`src/rtl/output_port_arbiter_if.sv`:
```
// Bundle of the arbiter's FIFO-side and link-side signals.
// master: the arbiter. slave: the FIFOs and the downstream link.
interface output_port_arbiter_if #(
  parameter int N_INPUTS   = 4,
  parameter int DATA_WIDTH = 64
);
  localparam int GW = (N_INPUTS > 1) ? $clog2(N_INPUTS) : 1;

  logic [N_INPUTS-1:0]                 in_empty;
  logic [N_INPUTS-1:0][DATA_WIDTH-1:0] in_data;
  logic [N_INPUTS-1:0]                 in_tail;
  logic [N_INPUTS-1:0]                 in_pop;
  logic                                out_valid;
  logic                                out_ready;
  logic [DATA_WIDTH-1:0]               out_data;
  logic                                out_tail;
  logic [GW-1:0]                       grant_id;

  modport master (
    input  in_empty, in_data, in_tail, out_ready,
    output in_pop, out_valid, out_data, out_tail, grant_id
  );

  modport slave (
    output in_empty, in_data, in_tail, out_ready,
    input  in_pop, out_valid, out_data, out_tail, grant_id
  );
endinterface

```
`src/rtl/output_port_arbiter.sv`:
```
// Packet-locked round-robin arbiter for N_INPUTS FIFOs sharing one output link.
// An input keeps the link from its grant until its tail flit transfers.
// Optional feature macro: ARB_PKT_COUNT_EN adds a saturating 16-bit
// completed-packet counter on port pkt_count.
module output_port_arbiter #(
  parameter int N_INPUTS   = 4,
  parameter int DATA_WIDTH = 64
) (
  input  logic                   clk,
  input  logic                   reset,
  output_port_arbiter_if.master  bus
`ifdef ARB_PKT_COUNT_EN
  ,
  output logic [15:0]            pkt_count
`endif
);

  localparam int GW = (N_INPUTS > 1) ? $clog2(N_INPUTS) : 1;
  localparam int SW = GW + 1;

  typedef enum logic [0:0] {
    IDLE   = 1'b0,
    LOCKED = 1'b1
  } state_t;

  state_t                state_r;
  logic [GW-1:0]         grant_id_r;
  logic [GW-1:0]         rr_ptr_r;
  logic [GW-1:0]         winner_s;
  logic                  found_s;
  logic [GW-1:0]         rr_next_s;
  logic                  head_valid_s;
  logic [DATA_WIDTH-1:0] head_data_s;
  logic                  head_tail_s;
  logic                  xfer_s;
  logic                  tail_xfer_s;

  // Round-robin search: first non-empty input at or above rr_ptr, wrapping.
  always_comb begin
    logic [SW-1:0] sum_v;
    logic [GW-1:0] idx_v;
    winner_s = rr_ptr_r;
    found_s  = 1'b0;
    sum_v    = '0;
    idx_v    = '0;
    for (int k = 0; k < N_INPUTS; k++) begin
      sum_v = {1'b0, rr_ptr_r} + SW'(k);
      if (sum_v >= SW'(N_INPUTS)) begin
        sum_v = sum_v - SW'(N_INPUTS);
      end else begin
        sum_v = sum_v;
      end
      idx_v = sum_v[GW-1:0];
      if (!found_s && !bus.in_empty[idx_v]) begin
        found_s  = 1'b1;
        winner_s = idx_v;
      end else begin
        found_s  = found_s;
      end
    end
  end

  // Head flit of the granted FIFO and the resulting transfer conditions.
  always_comb begin
    head_valid_s = ~bus.in_empty[grant_id_r];
    head_data_s  = bus.in_data[grant_id_r];
    head_tail_s  = bus.in_tail[grant_id_r];
    xfer_s       = (state_r == LOCKED) && head_valid_s && bus.out_ready;
    tail_xfer_s  = xfer_s && head_tail_s;
    if (grant_id_r == GW'(N_INPUTS - 1)) begin
      rr_next_s = '0;
    end else begin
      rr_next_s = grant_id_r + GW'(1);
    end
  end

  // Link-side outputs pass the owner's head straight through; quiet when idle.
  always_comb begin
    bus.in_pop    = '0;
    bus.out_valid = 1'b0;
    bus.out_data  = '0;
    bus.out_tail  = 1'b0;
    bus.grant_id  = grant_id_r;
    if (state_r == LOCKED) begin
      bus.out_valid = head_valid_s;
      bus.out_data  = head_data_s;
      bus.out_tail  = head_tail_s;
    end else begin
      bus.out_valid = 1'b0;
    end
    if (xfer_s) begin
      bus.in_pop[grant_id_r] = 1'b1;
    end else begin
      bus.in_pop = '0;
    end
  end

  // Ownership FSM: arbitrate in IDLE, hold the lock until the tail transfers.
  always_ff @(posedge clk) begin
    if (reset) begin
      state_r    <= IDLE;
      grant_id_r <= '0;
      rr_ptr_r   <= '0;
    end else begin
      case (state_r)
        IDLE: begin
          if (found_s) begin
            grant_id_r <= winner_s;
            state_r    <= LOCKED;
          end else begin
            state_r    <= IDLE;
          end
        end
        LOCKED: begin
          if (tail_xfer_s) begin
            state_r  <= IDLE;
            rr_ptr_r <= rr_next_s;
          end else begin
            state_r  <= LOCKED;
          end
        end
        default: begin
          state_r <= IDLE;
        end
      endcase
    end
  end

`ifdef ARB_PKT_COUNT_EN
  logic [15:0] pkt_count_r;

  // Count completed packets, sticking at the maximum.
  always_ff @(posedge clk) begin
    if (reset) begin
      pkt_count_r <= 16'h0000;
    end else if (tail_xfer_s && (pkt_count_r != 16'hFFFF)) begin
      pkt_count_r <= pkt_count_r + 16'h0001;
    end else begin
      pkt_count_r <= pkt_count_r;
    end
  end

  assign pkt_count = pkt_count_r;
`endif

endmodule

```
`src/flat_wrapper.sv`:
```
// flat-port wrapper written by rule: the top's interface ports become plain ports
module output_port_arbiter_flat 
#(
  parameter int N_INPUTS   = 4,
  parameter int DATA_WIDTH = 64
)
  (clk, reset, bus_in_empty, bus_in_data, bus_in_tail, bus_out_ready, bus_in_pop, bus_out_valid, bus_out_data, bus_out_tail, bus_grant_id);
  output_port_arbiter_if #(.N_INPUTS(N_INPUTS), .DATA_WIDTH(DATA_WIDTH)) bus_i ();
  input  logic clk;
  input  logic reset;
  input wire logic [$bits(bus_i.in_empty)-1:0] bus_in_empty;
  input wire logic [$bits(bus_i.in_data)-1:0] bus_in_data;
  input wire logic [$bits(bus_i.in_tail)-1:0] bus_in_tail;
  input wire logic [$bits(bus_i.out_ready)-1:0] bus_out_ready;
  output wire logic [$bits(bus_i.in_pop)-1:0] bus_in_pop;
  output wire logic [$bits(bus_i.out_valid)-1:0] bus_out_valid;
  output wire logic [$bits(bus_i.out_data)-1:0] bus_out_data;
  output wire logic [$bits(bus_i.out_tail)-1:0] bus_out_tail;
  output wire logic [$bits(bus_i.grant_id)-1:0] bus_grant_id;
  assign bus_i.in_empty = bus_in_empty;
  assign bus_i.in_data = bus_in_data;
  assign bus_i.in_tail = bus_in_tail;
  assign bus_i.out_ready = bus_out_ready;
  assign bus_in_pop = bus_i.in_pop;
  assign bus_out_valid = bus_i.out_valid;
  assign bus_out_data = bus_i.out_data;
  assign bus_out_tail = bus_i.out_tail;
  assign bus_grant_id = bus_i.grant_id;
  output_port_arbiter #(.N_INPUTS(N_INPUTS), .DATA_WIDTH(DATA_WIDTH)) u_core (.clk(clk), .reset(reset), .bus(bus_i));
endmodule
```
`config.mk`:
```
export PLATFORM = sky130hd
export DESIGN_NAME = output_port_arbiter_flat
export DESIGN_NICKNAME = d
export VERILOG_FILES = /design/src/rtl/output_port_arbiter_if.sv /design/src/rtl/output_port_arbiter.sv /design/src/flat_wrapper.sv
export SDC_FILE = /design/constraint.sdc
export NUM_CORES = 1
export LEC_CHECK = 0
export ABC_AREA = 1
export CAP_MARGIN = 20
export CELL_PAD_IN_SITES_DETAIL_PLACEMENT = 1
export CELL_PAD_IN_SITES_GLOBAL_PLACEMENT = 2
export CORE_UTILIZATION = 10
export CTS_BUF_LIST = sky130_fd_sc_hd__clkbuf_4 sky130_fd_sc_hd__clkbuf_8 sky130_fd_sc_hd__clkbuf_16
export CTS_CLUSTER_SIZE = 30
export DETAILED_ROUTE_END_ITERATION = 8
export PLACE_DENSITY_LB_ADDON = 0.12
export SLEW_MARGIN = 20
export SYNTH_ARGS = -nofsm -noshare
export SYNTH_HDL_FRONTEND = slang
export SYNTH_SLANG_ARGS = --single-unit
export TNS_END_PERCENT = 10
```
`constraint.sdc`:
```
create_clock -name clk -period 1.8 [get_ports clk]
set_clock_uncertainty 0.15 [all_clocks]
set_input_delay 0.54 -clock clk [delete_from_list [all_inputs] [get_ports clk]]
set_output_delay 0.54 -clock clk [all_outputs]
set_load 0.05 [all_outputs]
```
Yosys cells after proc, flatten, opt, wreduce, memory -nomap -nowiden
Cells that the tools add are included.
- add/sub/neg operators: 8
- order comparisons: 10
- eq/ne operators: 1
- mux-type cells: 36
- bitwise logic cells: 2
- reduce and logical (&&, ||, !) cells: 14
- operators by type and width (operator ; number):
    64-bit binary-select mux with 2-bit select ; 1
    64-bit two-way mux ; 2
    2-bit two-way mux ; 9
    2-bit by 3-bit < comparator with 1-bit output (second input constant) ; 5
    1-bit two-way mux ; 15
    1-bit binary-select mux with 2-bit select ; 6
    3-bit greater-or-equal comparator (second input constant) ; 3
    2-bit by 1-bit subtractor with 2-bit output (second input constant) ; 4
    1-bit logical AND ; 7
    2-bit by 2-bit adder with 3-bit output (second input constant) ; 2
    1-bit logical NOT ; 5
    4-bit two-way mux ; 1
    2-bit AND reduction ; 2
    2-bit by 1-bit adder with 3-bit output (second input constant) ; 1
    2-bit by 3-bit greater-or-equal comparator with 1-bit output (second input constant) ; 1
    2-bit by 1-bit adder with 2-bit output (second input constant) ; 1
    1-bit demux with 2-bit select ; 1
    2-bit == test (second input constant) ; 1
    2-bit by 1-bit greater-or-equal comparator with 1-bit output (second input constant) ; 1
    1-bit NOT ; 2
    1-bit one-hot mux with 2 select lines ; 1
- register bits after elaboration: 5
- bits of input ports: 267
- logic and storage cells: 74

Depth between registers and ports, before layout
Gate-level depths: netlist (run 1).
- depth after elaboration: 16
- gate-level depth with buffers: 15

Worst setup path before layout (run 1)
OpenSTA, ideal clock, no wires.
- path type: register to output
- start: register u_core.grant_id_r[0], in the netlist u_core.bus.grant_id[0]
- end: output bus_in_pop[0]
- data arrival time: 2.628 ns
- path slack: -1.518 ns
- stages on the path, launching flop included: 9
- buffers on the path: 2
- path through: dfxtp_1 -> buf_4 -> inv_4 -> buf_6 -> nand2_2 -> nand3_2 -> a21oi_2 -> nand2_1 -> nor2_1
- longest elaborated chain between the ends: 6
- elaborated cells between the ends (all ways): 11
- those cells by class: 2 x order compare; 5 x mux; 1 x bitwise; 3 x reduce/logical
- RTL lines (element ; RTL line ; text):
    start, declared ; output_port_arbiter.sv:27 ; logic [GW-1:0] grant_id_r;
    start signal, assigned ; output_port_arbiter.sv:108 ; grant_id_r <= winner_s;
    parallel branches: the longest is 5 deep, another holds 2-bit by 3-bit < comparator with 1-bit output ; n/a ;
    4-bit two-way mux (*) ; output_port_arbiter.sv:91 ; if (xfer_s) begin
    end, declared ; flat_wrapper.sv:15 ; output wire logic [$bits(bus_i.in_pop)-1:0] bus_in_pop;
Mark *: on every way between the ends. The select of a mux whose other input is x is not followed.

Worst setup path after layout (run 1)
- start: register u_core.grant_id_r[0], in the netlist u_core.bus.grant_id[0]
- end: output bus_out_data[62]
- longest elaborated chain between the ends: 3
- RTL lines (element ; RTL line ; text):
    64-bit binary-select mux with 2-bit select ; output_port_arbiter.sv:66 ; head_data_s = bus.in_data[grant_id_r];
    64-bit two-way mux (implied by the code) ; output_port_arbiter.sv:66 ;
    64-bit two-way mux ; output_port_arbiter.sv:84 ; if (state_r == LOCKED) begin
    end, declared ; flat_wrapper.sv:17 ; output wire logic [$bits(bus_i.out_data)-1:0] bus_out_data;
Every way passes these cells. The select of a mux whose other input is x is not followed.

==> metrics.sh, run 1 <==
CELL_COUNT_AFTER_SYNTHESIS=605
NETLIST.AREA_LEADER.SHARE_PCT=35.8
SYNTH_CELL_TYPE_COUNT=26
SYNTH_AREA_LEADER_CELL='sky130_fd_sc_hd__nor2_1'
RELATIVE_MAX_TRANSITION_MARGIN_PCT=78.1
FILLER_CELL_COUNT=3234
FINAL.MIN_CLOCK_PERIOD_NS=2.32
RR_WORST_DEPTH=9
WL_MET3_UM=1300
STARTPOINT_CLASS_OF_THE_CRITICAL_PATH='flip-flop'
DRIVE_ABOVE_1_SHARE_PCT=26.0
NUMBER_OF_LEVELS_THE_H_TREE_WAS_SPLIT_INTO=1
FLOORPLAN.DIE.WIDTH_UM=168
ANTENNA_FOUND_INITIAL=3
DR.FIRST_ITER.DRC_COUNT=98
YOSYS_WARNINGS=0
ANT_NETS=0
PEAKVDDDROP_V=0.000237
CTS-BUFFERS-INSERTED=3
POSTSYNTHNETCOUNT=876
MAXSLEWVIOLCOUNT=0
DETAILROUTE.WIRELENGTH.MET2_UM=11300
CRIT_REQUIRED_NS=1.11
GLOBAL_ROUTE.USAGE.TOTAL_PCT=14.8
CORE_UM2=27000
IOPINCOUNT=339
REG2REG_SLACK_NS=0.03
OUTCOME='complete, but fails checks'
TIMING.FINAL.HOLD_VIOLATIONS=0
DIEHEIGHT_UM=168
MAXCAPVIOLCOUNT=0
SETUP-VIOLATIONS-FINAL=73
FIN_WS_NS=-0.522
SUM_OF_OVERFLOW_ACROSS_ALL_LAYERS_AFTER_GLOBAL_ROUTING=0
GP_ROUTABILITY_CONGESTION=0.745
PERIOD_SHARE_PCT=129
DP_SLACK_NS=-0.816
SYNTHTOPCELLSBYCOUNT='264 x sky130_fd_sc_hd__nor2_1, 131 x sky130_fd_sc_hd__o21ai_0, 70 x sky130_fd_sc_hd__a21oi_1'
SYNTHTOPCELLSBYAREA='sky130_fd_sc_hd__nor2_1 36%, sky130_fd_sc_hd__o21ai_0 24%, sky130_fd_sc_hd__a21oi_1 13%'
NUMBER_OF_ENABLE_TYPE_REGISTER_CELLS_IN_THE_SYNTHESIZED_NETLIST=0
TIMING.HOLD.WORST.START='u_core.state_r$_SDFF_PP0_'
DETAILROUTE.VIA_COUNT=5148
WORSTPATHMAXFANOUT=16
CP.ARRIVAL_NS=1.63
DP_HPWL_UM=17800
HP-CLASS='flip-flop to flip-flop'
SYNTH-ASYNC-RESET-RATIO_PCT=0
DRT_PASS1_ITERATIONS=4
ENDPOINT_KIND='output pin'
INITIAL_CORE_UTIL_PCT=10.2
MET1_LENGTH_UM=8800
CTS.PATH.MAX_BUFFERS=2
ROWS=60
FOOTPRINT_OF_THE_MULTI_INPUT_GATES_UM2=2760
ROUTE.DETAILED.DRC=0
DIE_AREA_UM2=28300
ROUTE.FINAL.WIRE_LENGTH_UM=21700
DETAIL_ROUTE.VIAS_PER_CELL=3.96
GROWTH_OF_DESIGN_AREA_FROM_SYNTHESIS_TO_FINISH_PCT=200
DETAIL_ROUTE.WL_PER_CELL_UM=16.7
HOLDBUFCOUNTCTS=0
NET_COUNT_OF_THE_FINISHED_LAYOUT=1231
FIN_UTIL_PCT=30.7
FAILED_CHECKS='negative setup slack'
TIMING.HOLD.WORST_PATH_DEPTH=2
CRITICAL_PATH.STARTPOINT='u_core.bus.grant_id[0]$_SDFFE_PP0P_'
SYNTH.YOSYS.SEQ_AREA_SHARE_PCT=3.62
CTS_TREE='yes'
FIRST_PASS_GRT_WIRE_LENGTH_UM=32600
MAX_FREQ_GHz=0.431
CTS-ROOT-BUF='sky130_fd_sc_hd__clkbuf_16'
ROUTED.TOP_LAYER='met5'
CLKTRANSATPATHREGS_NS=0.04
CRIT-REG2REG-LAUNCH='u_core.bus.grant_id[0]$_SDFFE_PP0P_'
SYN_AREA_PER_CELL_UM2=4.57
YOSYS_MOST_USED_DFF='sky130_fd_sc_hd__dfxtp_1'
WORST-SLEW-PIN-TRANSITION_NS=0.325
FIRST_GLOBAL_VIAS=5591
TIMING.RR.END='u_core.rr_ptr_r[1]$_SDFFE_PP0P_'
POWERDENSITY_nW_PER_UM2=722
CLOCK_SINK_COUNT=5
CLK-INSERTION-DELAY-LATE_NS=0.23
AREA.SEQUENTIAL_UM2=105
IO_BUFFER_COUNT=338
MIN_TO='u_core.state_r$_SDFF_PP0_'
YOSYS.CELL_COUNT.TOP_TYPE='sky130_fd_sc_hd__nor2_1'
P_LEAK_nW=3.21
GRT_START_MAX_NET_PINS=40
SYNTH_AREA_UM2=2770
CRITICAL_PATH_CLASS='flip-flop to output pin'
SYNTH-SEQ-CELLS=5
GRT_SETUP_UNREPAIRED='true'
==> cell families (layout without fill, tap and decap cells) <==
kind of cell    after synthesis  after routing  share of synthesized area, %
fa+ha+maj                     4              4                          1.81
compound gates              208            208                          38.3
simple gates                317            317                          44.8
flops                         5              5                          3.62
buf+inv                      70            424                          11.1
other cells                   0              1                             0
xor+xnor                      1              1                         0.317
==> layer usage <==
| metal | vias up | GRT usage [%] |
|---|---|---|
| li1 | 2685 | - |
| met1 | 2289 | 17.1 |
| met3 | 17 | 3.43 |
| met4 | 4 | 2.29 |
| met5 | - | 0 |
| met2 | 153 | 27.7 |
==> where the power goes <==
group / switching, W / internal, W / total, W
Combinational: 0.00287 / 0.00258 / 0.00544
Sequential: 0.0000268 / 0.000130 / 0.000157
Clock: 0.0000791 / 0.000309 / 0.000388
==> critical path, stage by stage (launching register included) <==
cell and delay, ns:
sky130_fd_sc_hd__dfxtp_4 0.41, sky130_fd_sc_hd__buf_6 0.18, sky130_fd_sc_hd__buf_12 0.15, sky130_fd_sc_hd__nor2_1 0.05, sky130_fd_sc_hd__nor2_1 0.07, sky130_fd_sc_hd__o21ai_0 0.14, sky130_fd_sc_hd__a21oi_2 0.23, sky130_fd_sc_hd__buf_12 0.16
==> area by class of cell <==
| type | instances | area share, % |
|---|---|---|
| clock buffer | 4 | 0.996 |
| antenna | 1 | 0.0302 |
| timing repair buffer | 401 | 58.3 |
| tap | 341 | 5.14 |
| multi-input combinational | 530 | 33.2 |
| sequential | 5 | 1.27 |
| inverter | 19 | 1.01 |
==> state kept, by name, indices dropped and copies added, names as in the netlist <==
register / count
u_core.bus.grant_id: 2
u_core.rr_ptr_r: 2
u_core.state_r: 1
==> cell usage in the layout, fill, tap and decap left out <==
| cell | instances |
|---|---|
| sky130_fd_sc_hd__dlymetal6s2s_1 | 1 |
| sky130_fd_sc_hd__inv_2 | 4 |
| sky130_fd_sc_hd__dlygate4sd2_1 | 13 |
| sky130_fd_sc_hd__buf_8 | 1 |
| sky130_fd_sc_hd__nand3_4 | 1 |
| sky130_fd_sc_hd__buf_6 | 5 |
| sky130_fd_sc_hd__clkdlybuf4s50_1 | 252 |
| sky130_fd_sc_hd__a32oi_2 | 1 |
| sky130_fd_sc_hd__clkbuf_16 | 5 |
| sky130_fd_sc_hd__inv_1 | 11 |
| sky130_fd_sc_hd__nand2_4 | 2 |
| sky130_fd_sc_hd__o21ai_2 | 9 |
| sky130_fd_sc_hd__clkbuf_4 | 1 |
| sky130_fd_sc_hd__dfxtp_2 | 1 |
| sky130_fd_sc_hd__a21oi_1 | 4 |
| sky130_fd_sc_hd__nor2_4 | 5 |
| sky130_fd_sc_hd__inv_4 | 3 |
| sky130_fd_sc_hd__o21ai_0 | 86 |
| sky130_fd_sc_hd__o21ai_1 | 40 |
| sky130_fd_sc_hd__inv_6 | 1 |
| sky130_fd_sc_hd__nand3b_1 | 2 |
| sky130_fd_sc_hd__a21oi_2 | 63 |
| sky130_fd_sc_hd__nand3_2 | 3 |
| sky130_fd_sc_hd__nand4_1 | 1 |
| sky130_fd_sc_hd__buf_12 | 89 |
| sky130_fd_sc_hd__nand2_1 | 32 |
| sky130_fd_sc_hd__nand3_1 | 4 |
| sky130_fd_sc_hd__dfxtp_4 | 1 |
| sky130_fd_sc_hd__dfxtp_1 | 3 |
| sky130_fd_sc_hd__nor2_2 | 3 |
| sky130_fd_sc_hd__xor2_1 | 1 |
| sky130_fd_sc_hd__a21oi_4 | 5 |
| sky130_fd_sc_hd__diode_2 | 1 |
| sky130_fd_sc_hd__buf_4 | 38 |
| sky130_fd_sc_hd__nor2_1 | 256 |
| sky130_fd_sc_hd__ha_1 | 4 |
| sky130_fd_sc_hd__nand2_2 | 8 |
==> timing repair <==
action / 4_1_cts / 5_1_grt
cloned: 0 / 2
buffers inserted: 4 / 5
pin swaps: 36 / 20
resized for setup: 59 / 35
setup endpoints to repair: 76 / 76
==> worst max path at each step <==
stage / endpoint / cells after the start
2_1_floorplan: bus_in_pop[0] / 8
3_3_place_gp: bus_out_tail / 6
3_5_place_dp: bus_out_tail / 6
4_1_cts: bus_in_pop[2] / 7
5_1_grt: bus_out_data[63] / 7
6_report: bus_out_data[62] / 7
==> stage by stage <==
stage          setup TNS, ns  hold WS [ns]  instance area, um2  cells  total power (W)
3_3_place_gp          -37.90         0.343                7970   1285          0.00547
3_5_place_dp          -38.09         0.352                7970   1285          0.00547
6_report              -32.61         0.354                8290   1301          0.00599
5_1_grt               -40.02         0.384                8290   1301          0.00642
4_1_cts               -34.53         0.358                8130   1293          0.00595
2_1_floorplan         -39.72         0.289                3080    605          0.00274
Note: power is estimated with default switching activity, not from simulation.
==> run 2: changes to the inputs <==
--- a/config.mk
+++ b/config.mk
@@ -9,11 +9,13 @@
 export CAP_MARGIN = 20
 export CELL_PAD_IN_SITES_DETAIL_PLACEMENT = 1
 export CELL_PAD_IN_SITES_GLOBAL_PLACEMENT = 2
+export CORE_ASPECT_RATIO = 0.5
 export CORE_UTILIZATION = 10
 export CTS_BUF_LIST = sky130_fd_sc_hd__clkbuf_4 sky130_fd_sc_hd__clkbuf_8 sky130_fd_sc_hd__clkbuf_16
 export CTS_CLUSTER_SIZE = 30
 export DETAILED_ROUTE_END_ITERATION = 8
 export PLACE_DENSITY_LB_ADDON = 0.12
+export SKIP_CTS_REPAIR_TIMING = 1
 export SLEW_MARGIN = 20
 export SYNTH_ARGS = -nofsm -noshare
 export SYNTH_HDL_FRONTEND = slang
==> run 2 against run 1 <==
  * The run still ends with negative setup slack left
  * Via count up 0.25%
  * Fmax decreased by 0.46%
  * Clock-buffer cell count unchanged
  * Clock power is 3% lower
  * Register-to-register slack about the same
  * Global-route usage is essentially flat
  * Critical endpoint is now bus_out_data[53]
==> metrics.sh, run 2 (synthesis gave the netlist of run 1 again) <==
OUTCOME='complete, but fails checks'
FAILED_CHECKS='negative setup slack'
NET_COUNT_OF_THE_FINISHED_LAYOUT=1215  # -1.3%
SETUP_TNS_NS=-33.55  # -0.937 ns
PEAKVDDDROP_V=0.000258  # +8.5%
DP_SLACK_NS=-0.738  # +0.0778 ns
CTS-BUFFERS-INSERTED=3  # unchanged
HP-CLASS='flip-flop to flip-flop'
ROUTE.DETAILED.DRC=0  # unchanged
DIE_AREA_UM2=28400  # +0.15%
LEADING_CELL_TYPES_IN_THE_LAYOUT_FILL_AND_TAPS_EXCLUDED='256 x sky130_fd_sc_hd__clkdlybuf4s50_1, 255 x sky130_fd_sc_hd__nor2_1, 105 x sky130_fd_sc_hd__o21ai_0, 87 x sky130_fd_sc_hd__buf_12, 62 x sky130_fd_sc_hd__a21oi_2'
ANTENNA_FOUND_INITIAL=1  # -2
IOPINCOUNT=339  # unchanged
CLKTRANSATPATHREGS_NS=0.03  # about the same
GROWTH_OF_DESIGN_AREA_FROM_SYNTHESIS_TO_FINISH_PCT=197
POWER.SEQUENTIAL.FRACTION_PCT=2.7  # about the same
GRT_START_MAX_NET_PINS=56  # +40%
FILLER_CELL_COUNT=3211  # -0.71%
P_LEAK_nW=3.20  # -0.48%
MAXCAPVIOLCOUNT=0  # unchanged
ENDPOINT_KIND='output pin'
SETUP-VIOLATIONS-FINAL=70  # -4.1%
DETAIL_ROUTE.VIAS_PER_CELL=3.98  # +0.64%
WORSTPATHMAXFANOUT=1  # -15
DP_HPWL_UM=17900  # +0.28%
COMBPWRFRAC_PCT=90.9  # about the same
CLK-INSERTION-DELAY-LATE_NS=0.23  # about the same
LAYOUT.CELL_AREA.NON_FILLER_UM2=8210  # -1.0%
DR.FIRST_ITER.DRC_COUNT=133  # +36%
FIRST_GLOBAL_VIAS=5430  # -2.9%
CRITICAL_PATH_CLASS='input port to output pin'
POWERDENSITY_nW_PER_UM2=716  # -0.84%
GLOBAL_ROUTE.USAGE.TOTAL_PCT=14.8  # +0.035 points
FINAL.MIN_CLOCK_PERIOD_NS=2.33  # +0.0108 ns
DETAIL_ROUTE.WL_PER_CELL_UM=17.2  # +3.1%
FIN_WS_NS=-0.533  # -0.0108 ns
TIMING.CRITICAL_PATH.SLOWEST_STAGE_CELL='sky130_fd_sc_hd__clkdlybuf4s50_1'
CRIT_REQUIRED_NS=1.11  # about the same
DIEHEIGHT_UM=120  # -29%
DRT_PASS1_ITERATIONS=4  # unchanged
CLOCKPOWERSHARE_PCT=6.4  # about the same
CORE_UM2=26800  # -0.83%
REG2REG_SLACK_NS=0.02  # about the same
PLACED_CELL_AREA_UM2=7900  # -0.96%
CTS_TREE='yes'
GP_ROUTABILITY_CONGESTION=0.792  # +6.4%
SWSHARE_PCT=50.4  # +0.74 points
ROWS=42  # -30%
CP.ARRIVAL_NS=1.64  # about the same
CRITICAL-PATH-TOP-CELL-BY-COUNT='sky130_fd_sc_hd__nor2_1'
WORST-SLEW-PIN-TRANSITION_NS=0.420  # +0.0951 ns
CELLINTERNALPOWER_W=0.00292  # -3.3%
RELATIVE_MAX_TRANSITION_MARGIN_PCT=72.0  # -6.1 points
INITIAL_CORE_UTIL_PCT=10.3  # +0.086 points
FLOORPLAN.DIE.WIDTH_UM=237  # +41%
ANT_NETS=0  # unchanged
SUM_OF_OVERFLOW_ACROSS_ALL_LAYERS_AFTER_GLOBAL_ROUTING=0  # unchanged
MAXSLEWVIOLCOUNT=0  # unchanged
GRT_SETUP_UNREPAIRED='true'
FIRST_PASS_GRT_WIRE_LENGTH_UM=32600  # -0.11%
IO_BUFFER_COUNT=338  # unchanged
ROUTE.FINAL.WIRE_LENGTH_UM=22300  # +2.7%
CTS.PATH.MAX_BUFFERS=2  # unchanged
DETAILROUTE.VIA_COUNT=5161  # +0.25%
TIMING.FINAL.HOLD_VIOLATIONS=0  # unchanged
MAX_FREQ_GHz=0.429  # -0.46%
PSW_W=0.00296  # -0.38%
PERIOD_SHARE_PCT=130  # +0.60 points
CTS-ROOT-BUF='sky130_fd_sc_hd__clkbuf_16'
MOSTFREQUENTLAYOUTCELL='sky130_fd_sc_hd__clkdlybuf4s50_1'
CLOCK_SINK_COUNT=5  # unchanged
STARTPOINT_CLASS_OF_THE_CRITICAL_PATH='input port'
NUMBER_OF_LEVELS_THE_H_TREE_WAS_SPLIT_INTO=1  # unchanged
CRIT_PATH_CELL_TRACE='clkdlybuf4s50_1, nor2_1, nor2_1, o21ai_0, a21oi_2, buf_12'
DRIVE_ABOVE_1_SHARE_PCT=24.1  # -1.9 points
CRITICAL_PATH.MAX_STAGE_DELAY_NS=0.45  # +0.04 ns
[run 2: cell count changes in the layout (fill, tap and decap cells not counted), moves of 4 or more]
cell	delta
sky130_fd_sc_hd__o21ai_2	-5
sky130_fd_sc_hd__dlymetal6s2s_1	+9
sky130_fd_sc_hd__clkdlybuf4s50_1	+4
sky130_fd_sc_hd__o21ai_1	-15
sky130_fd_sc_hd__buf_4	-12
sky130_fd_sc_hd__dlygate4sd2_1	-13
sky130_fd_sc_hd__o21ai_0	+19
[run 2: layer usage]
layer	global-route usage, %	vias to the layer above	share of wire [%]	wire length (um)
met1	17.1	2411	41	9210
li1	-	2656	-	-
met3	1.22	14	1.9	415
met2	29.7	80	56	12400
met4	2.54	0	1.3	284
met5	0	-	0	0
[run 2: metrics by stage]
stage          cells  hold WS (ns)  power (W)  util (%)
3_5_place_dp    1284         0.345    0.00539      29.5
3_3_place_gp    1284         0.347    0.00536      29.5
4_1_cts         1288         0.350    0.00579      29.8
5_1_grt         1296         0.389    0.00627      30.6
6_report        1296         0.350    0.00588      30.6
2_1_floorplan    605         0.289    0.00274         -
[run 2: layout make-up]
| type | count | area, um2 | share of cell area [%] |
|---|---|---|---|
| Tap cell | 352 | 440 | 5.37 |
| Sequential cell | 5 | 105 | 1.28 |
| Multi-Input combinational cell | 530 | 2750 | 33.5 |
| Clock buffer | 4 | 82.6 | 1.01 |
| Antenna cell | 1 | 2.50 | 0.0305 |
| Timing Repair Buffer | 385 | 4750 | 57.9 |
| Inverter | 19 | 81.3 | 0.991 |
[run 2: critical path: cells and delay by family]
family | cells | cell delay, ns
AND/OR/NAND/NOR | 2 | 0.12
buffers and inverters | 2 | 0.61
AO/OA/AOI/OAI | 2 | 0.37
[run 2: power by group through the flow]
stage / combinational (W) / sequential, W / clock (W)
floorplan: 0.00257 / 0.000176 / 0
global placement: 0.00521 / 0.000154 / 0
detailed placement: 0.00523 / 0.000155 / 0
CTS: 0.00525 / 0.000154 / 0.000383
global route: 0.00571 / 0.000159 / 0.000393
finish: 0.00535 / 0.000157 / 0.000378
[run 2: path summary, 6_finish.rpt]
| kind | startpoint | endpoint | cells past startpoint |
|---|---|---|---|
| min reg2reg | u_core.state_r$_SDFF_PP0_ | u_core.state_r$_SDFF_PP0_ | 2 |
| max reg2reg | u_core.rr_ptr_r[1]$_SDFFE_PP0P_ | u_core.bus.grant_id[0]$_SDFFE_PP0P_ | 11 |
| max | bus_in_data[53] | bus_out_data[53] | 6 |
| min | u_core.state_r$_SDFF_PP0_ | u_core.state_r$_SDFF_PP0_ | 2 |
==> run 3: changes to the inputs <==
--- a/config.mk
+++ b/config.mk
@@ -10,7 +10,7 @@
 export CELL_PAD_IN_SITES_DETAIL_PLACEMENT = 1
 export CELL_PAD_IN_SITES_GLOBAL_PLACEMENT = 2
 export CORE_ASPECT_RATIO = 0.5
-export CORE_UTILIZATION = 10
+export CORE_UTILIZATION = 11
 export CTS_BUF_LIST = sky130_fd_sc_hd__clkbuf_4 sky130_fd_sc_hd__clkbuf_8 sky130_fd_sc_hd__clkbuf_16
 export CTS_CLUSTER_SIZE = 30
 export DETAILED_ROUTE_END_ITERATION = 8
==> constraint.sdc (replaced) <==
create_clock -name clk -period 2.7 [get_ports clk]
set_clock_uncertainty 0.15 [all_clocks]
set_input_delay 0.81 -clock clk [delete_from_list [all_inputs] [get_ports clk]]
set_output_delay 0.81 -clock clk [all_outputs]
set_load 0.05 [all_outputs]
==> run 3 against run 2 <==
  * Cell count is 3.1% lower
  * Clock-buffer cell count did not move
  * Critical path depth unchanged
  * The flow still finishes with violations (negative setup slack)
  * Wire length fell by 3.5%
  * Core utilization grew 2.2 points
  * Critical endpoint is now bus_out_data[47]
  * Sequential power is 27% lower
==> metrics.sh, run 3 (synthesis gave the netlist of run 1 again) <==
CLOCK_SINK_COUNT=5  # unchanged
MAX_FREQ_GHz=0.354
FIN_UTIL_PCT=32.8  # +2.2 points
ANT_NETS=0  # unchanged
PERIOD_SHARE_PCT=105
OUTCOME='complete, but fails checks'
DRIVE_ABOVE_1_SHARE_PCT=22.4  # -1.7 points
FIRST_PASS_GRT_WIRE_LENGTH_UM=30900  # -5.1%
CTS_TREE='yes'
NET_COUNT_OF_THE_FINISHED_LAYOUT=1192  # -1.9%
HP-CLASS='flip-flop to flip-flop'
SETUP-VIOLATIONS-FINAL=52  # -26%
DRT_PASS1_ITERATIONS=4  # unchanged
REG2REG_SLACK_NS=0.85  # +0.83 ns
P_LEAK_nW=3.46  # +8.3%
GRT_SETUP_UNREPAIRED='true'
WORSTPATHMAXFANOUT=1  # unchanged
CLKTRANSATPATHREGS_NS=0.03  # about the same
CTS.PATH.MAX_BUFFERS=2  # unchanged
MIN_TO='u_core.state_r$_SDFF_PP0_'
FLOORPLAN.DIE.WIDTH_UM=226  # -4.6%
MAXCAPVIOLCOUNT=0  # unchanged
PEAKVDDDROP_V=0.000197  # -23%
FAILED_CHECKS='negative setup slack'
IO_BUFFER_COUNT=338  # unchanged
POWERDENSITY_nW_PER_UM2=474  # -34%
DIEHEIGHT_UM=114  # -4.6%
INITIAL_CORE_UTIL_PCT=11.4  # +1.1 points
SUM_OF_OVERFLOW_ACROSS_ALL_LAYERS_AFTER_GLOBAL_ROUTING=0  # unchanged
RELATIVE_MAX_TRANSITION_MARGIN_PCT=67.6  # -4.4 points
ROUTE.DETAILED.DRC=0  # unchanged
DR.FIRST_ITER.DRC_COUNT=144  # +8.3%
ENDPOINT_KIND='output pin'
DIE_AREA_UM2=25800  # -9.0%
ROUTE.FINAL.WIRE_LENGTH_UM=21500  # -3.5%
FILLER_CELL_COUNT=2953  # -8.0%
DP_HPWL_UM=16500  # -7.5%
TIMING.FINAL.HOLD_VIOLATIONS=0  # unchanged
WORST-SLEW-PIN-TRANSITION_NS=0.486  # +0.0656 ns
CP.ARRIVAL_NS=1.87  # +0.23 ns
MAXSLEWVIOLCOUNT=0  # unchanged
CRITICAL_PATH_CLASS='input port to output pin'
CRIT-REG2REG-LAUNCH='u_core.rr_ptr_r[0]$_SDFFE_PP0P_'
RR_WORST_DEPTH=10  # -1
MOSTFREQUENTLAYOUTCELL='sky130_fd_sc_hd__nor2_1'
FILLER_FREE_CELL_COUNT_OF_THE_FINISHED_DESIGN=1256  # -3.1%
GP_ROUTABILITY_CONGESTION=0.759  # -4.1%
STARTPOINT_CLASS_OF_THE_CRITICAL_PATH='input port'
CLK-INSERTION-DELAY-LATE_NS=0.23  # about the same
CORE_UM2=24300  # -9.2%
NUMBER_OF_LEVELS_THE_H_TREE_WAS_SPLIT_INTO=1  # unchanged
PLACE_INST=1249  # -2.7%
CTS-BUFFERS-INSERTED=3  # unchanged
GROWTH_OF_DESIGN_AREA_FROM_SYNTHESIS_TO_FINISH_PCT=189
TIMING.HOLD.WORST_PATH_DEPTH=2  # unchanged
LEADING_CELL_TYPES_IN_THE_LAYOUT_FILL_AND_TAPS_EXCLUDED='256 x sky130_fd_sc_hd__nor2_1, 208 x sky130_fd_sc_hd__clkdlybuf4s50_1, 110 x sky130_fd_sc_hd__o21ai_1, 78 x sky130_fd_sc_hd__buf_12, 63 x sky130_fd_sc_hd__a21oi_2'
GLOBAL_ROUTE.USAGE.TOTAL_PCT=15.4  # +0.65 points
GRT_START_MAX_NET_PINS=66  # +18%
CTS-ROOT-BUF='sky130_fd_sc_hd__clkbuf_16'
IOPINCOUNT=339  # unchanged
FIN_WS_NS=-0.127  # +0.406 ns
TIMING.RR.END='u_core.bus.grant_id[1]$_SDFFE_PP0P_'
DETAIL_ROUTE.VIAS_PER_CELL=4.05  # +1.7%
TIMING.HOLD.WORST.START='u_core.state_r$_SDFF_PP0_'
CRIT_REQUIRED_NS=1.74  # +0.63 ns
FIRST_GLOBAL_VIAS=5262  # -3.1%
DETAILROUTE.VIA_COUNT=5087  # -1.4%
DETAIL_ROUTE.WL_PER_CELL_UM=17.1  # -0.48%
NUM_ANTENNA_CELLS=0  # -1
ROWS=40  # -4.8%
ANTENNA_FOUND_INITIAL=0  # -1
FINAL.MIN_CLOCK_PERIOD_NS=2.83
-- run 3: changes by cell type in the layout (fill, tap and decap cells not counted), sizes merged --
cell and delta:
diode -1, clkbuf +1, dlymetal6s2s +45, buf -21, clkdlybuf4s50 -48
-- run 3: worst max-delay path by stage --
stage / startpoint / end / cells past startpoint
after CTS: bus_in_empty[3] / bus_in_pop[0] / 7
after detailed placement: bus_in_empty[3] / bus_in_pop[0] / 7
after global placement: bus_in_empty[3] / bus_in_pop[0] / 7
final: bus_in_data[175] / bus_out_data[47] / 6
after floorplan: bus_in_empty[3] / bus_in_pop[0] / 5
after global routing: bus_in_data[182] / bus_out_data[54] / 6
-- run 3: critical path, stage by stage --
cell,delay (ns)
sky130_fd_sc_hd__clkdlybuf4s50_1,0.47
sky130_fd_sc_hd__nor2_1,0.04
sky130_fd_sc_hd__nor2_1,0.08
sky130_fd_sc_hd__o21ai_0,0.11
sky130_fd_sc_hd__a21oi_2,0.20
sky130_fd_sc_hd__buf_12,0.16
-- run 3: metrics by stage --
stage	hold slack [ns]	power (W)	setup TNS [ns]	setup slack [ns]	cell area, um2
finish	0.353	0.00379	-4.57	-0.127	7990
global route	0.399	0.00404	-7.82	-0.175	7990
CTS	0.363	0.00372	-10.98	-0.374	7720
detailed placement	0.359	0.00346	-10.73	-0.374	7640
global placement	0.347	0.00344	-10.04	-0.346	7640
floorplan	0.289	0.00183	-0.588	-0.125	3090
-- run 3: layer usage --
metal	track usage (%)	share of wire [%]
met1	18.7	42
met2	30.0	54
met3	1.39	2.9
met4	2.12	0.91
met5	0	0
-- run 3: final cells by class --
type	count	area (um2)	share of cell area, %
well taps	336	420	5.26
clock buffers	4	82.6	1.03
inverters	19	81.3	1.02
flip-flops and latches	5	105	1.32
repair buffers	362	4570	57.3
multi-input cells	530	2720	34.1
-- run 3: power breakdown --
| part | switching, W | internal [W] |
|---|---|---|
| clock | 0.0000499 | 0.000206 |
| sequential | 0.0000283 | 0.0000868 |
| combinational | 0.00189 | 0.00153 |
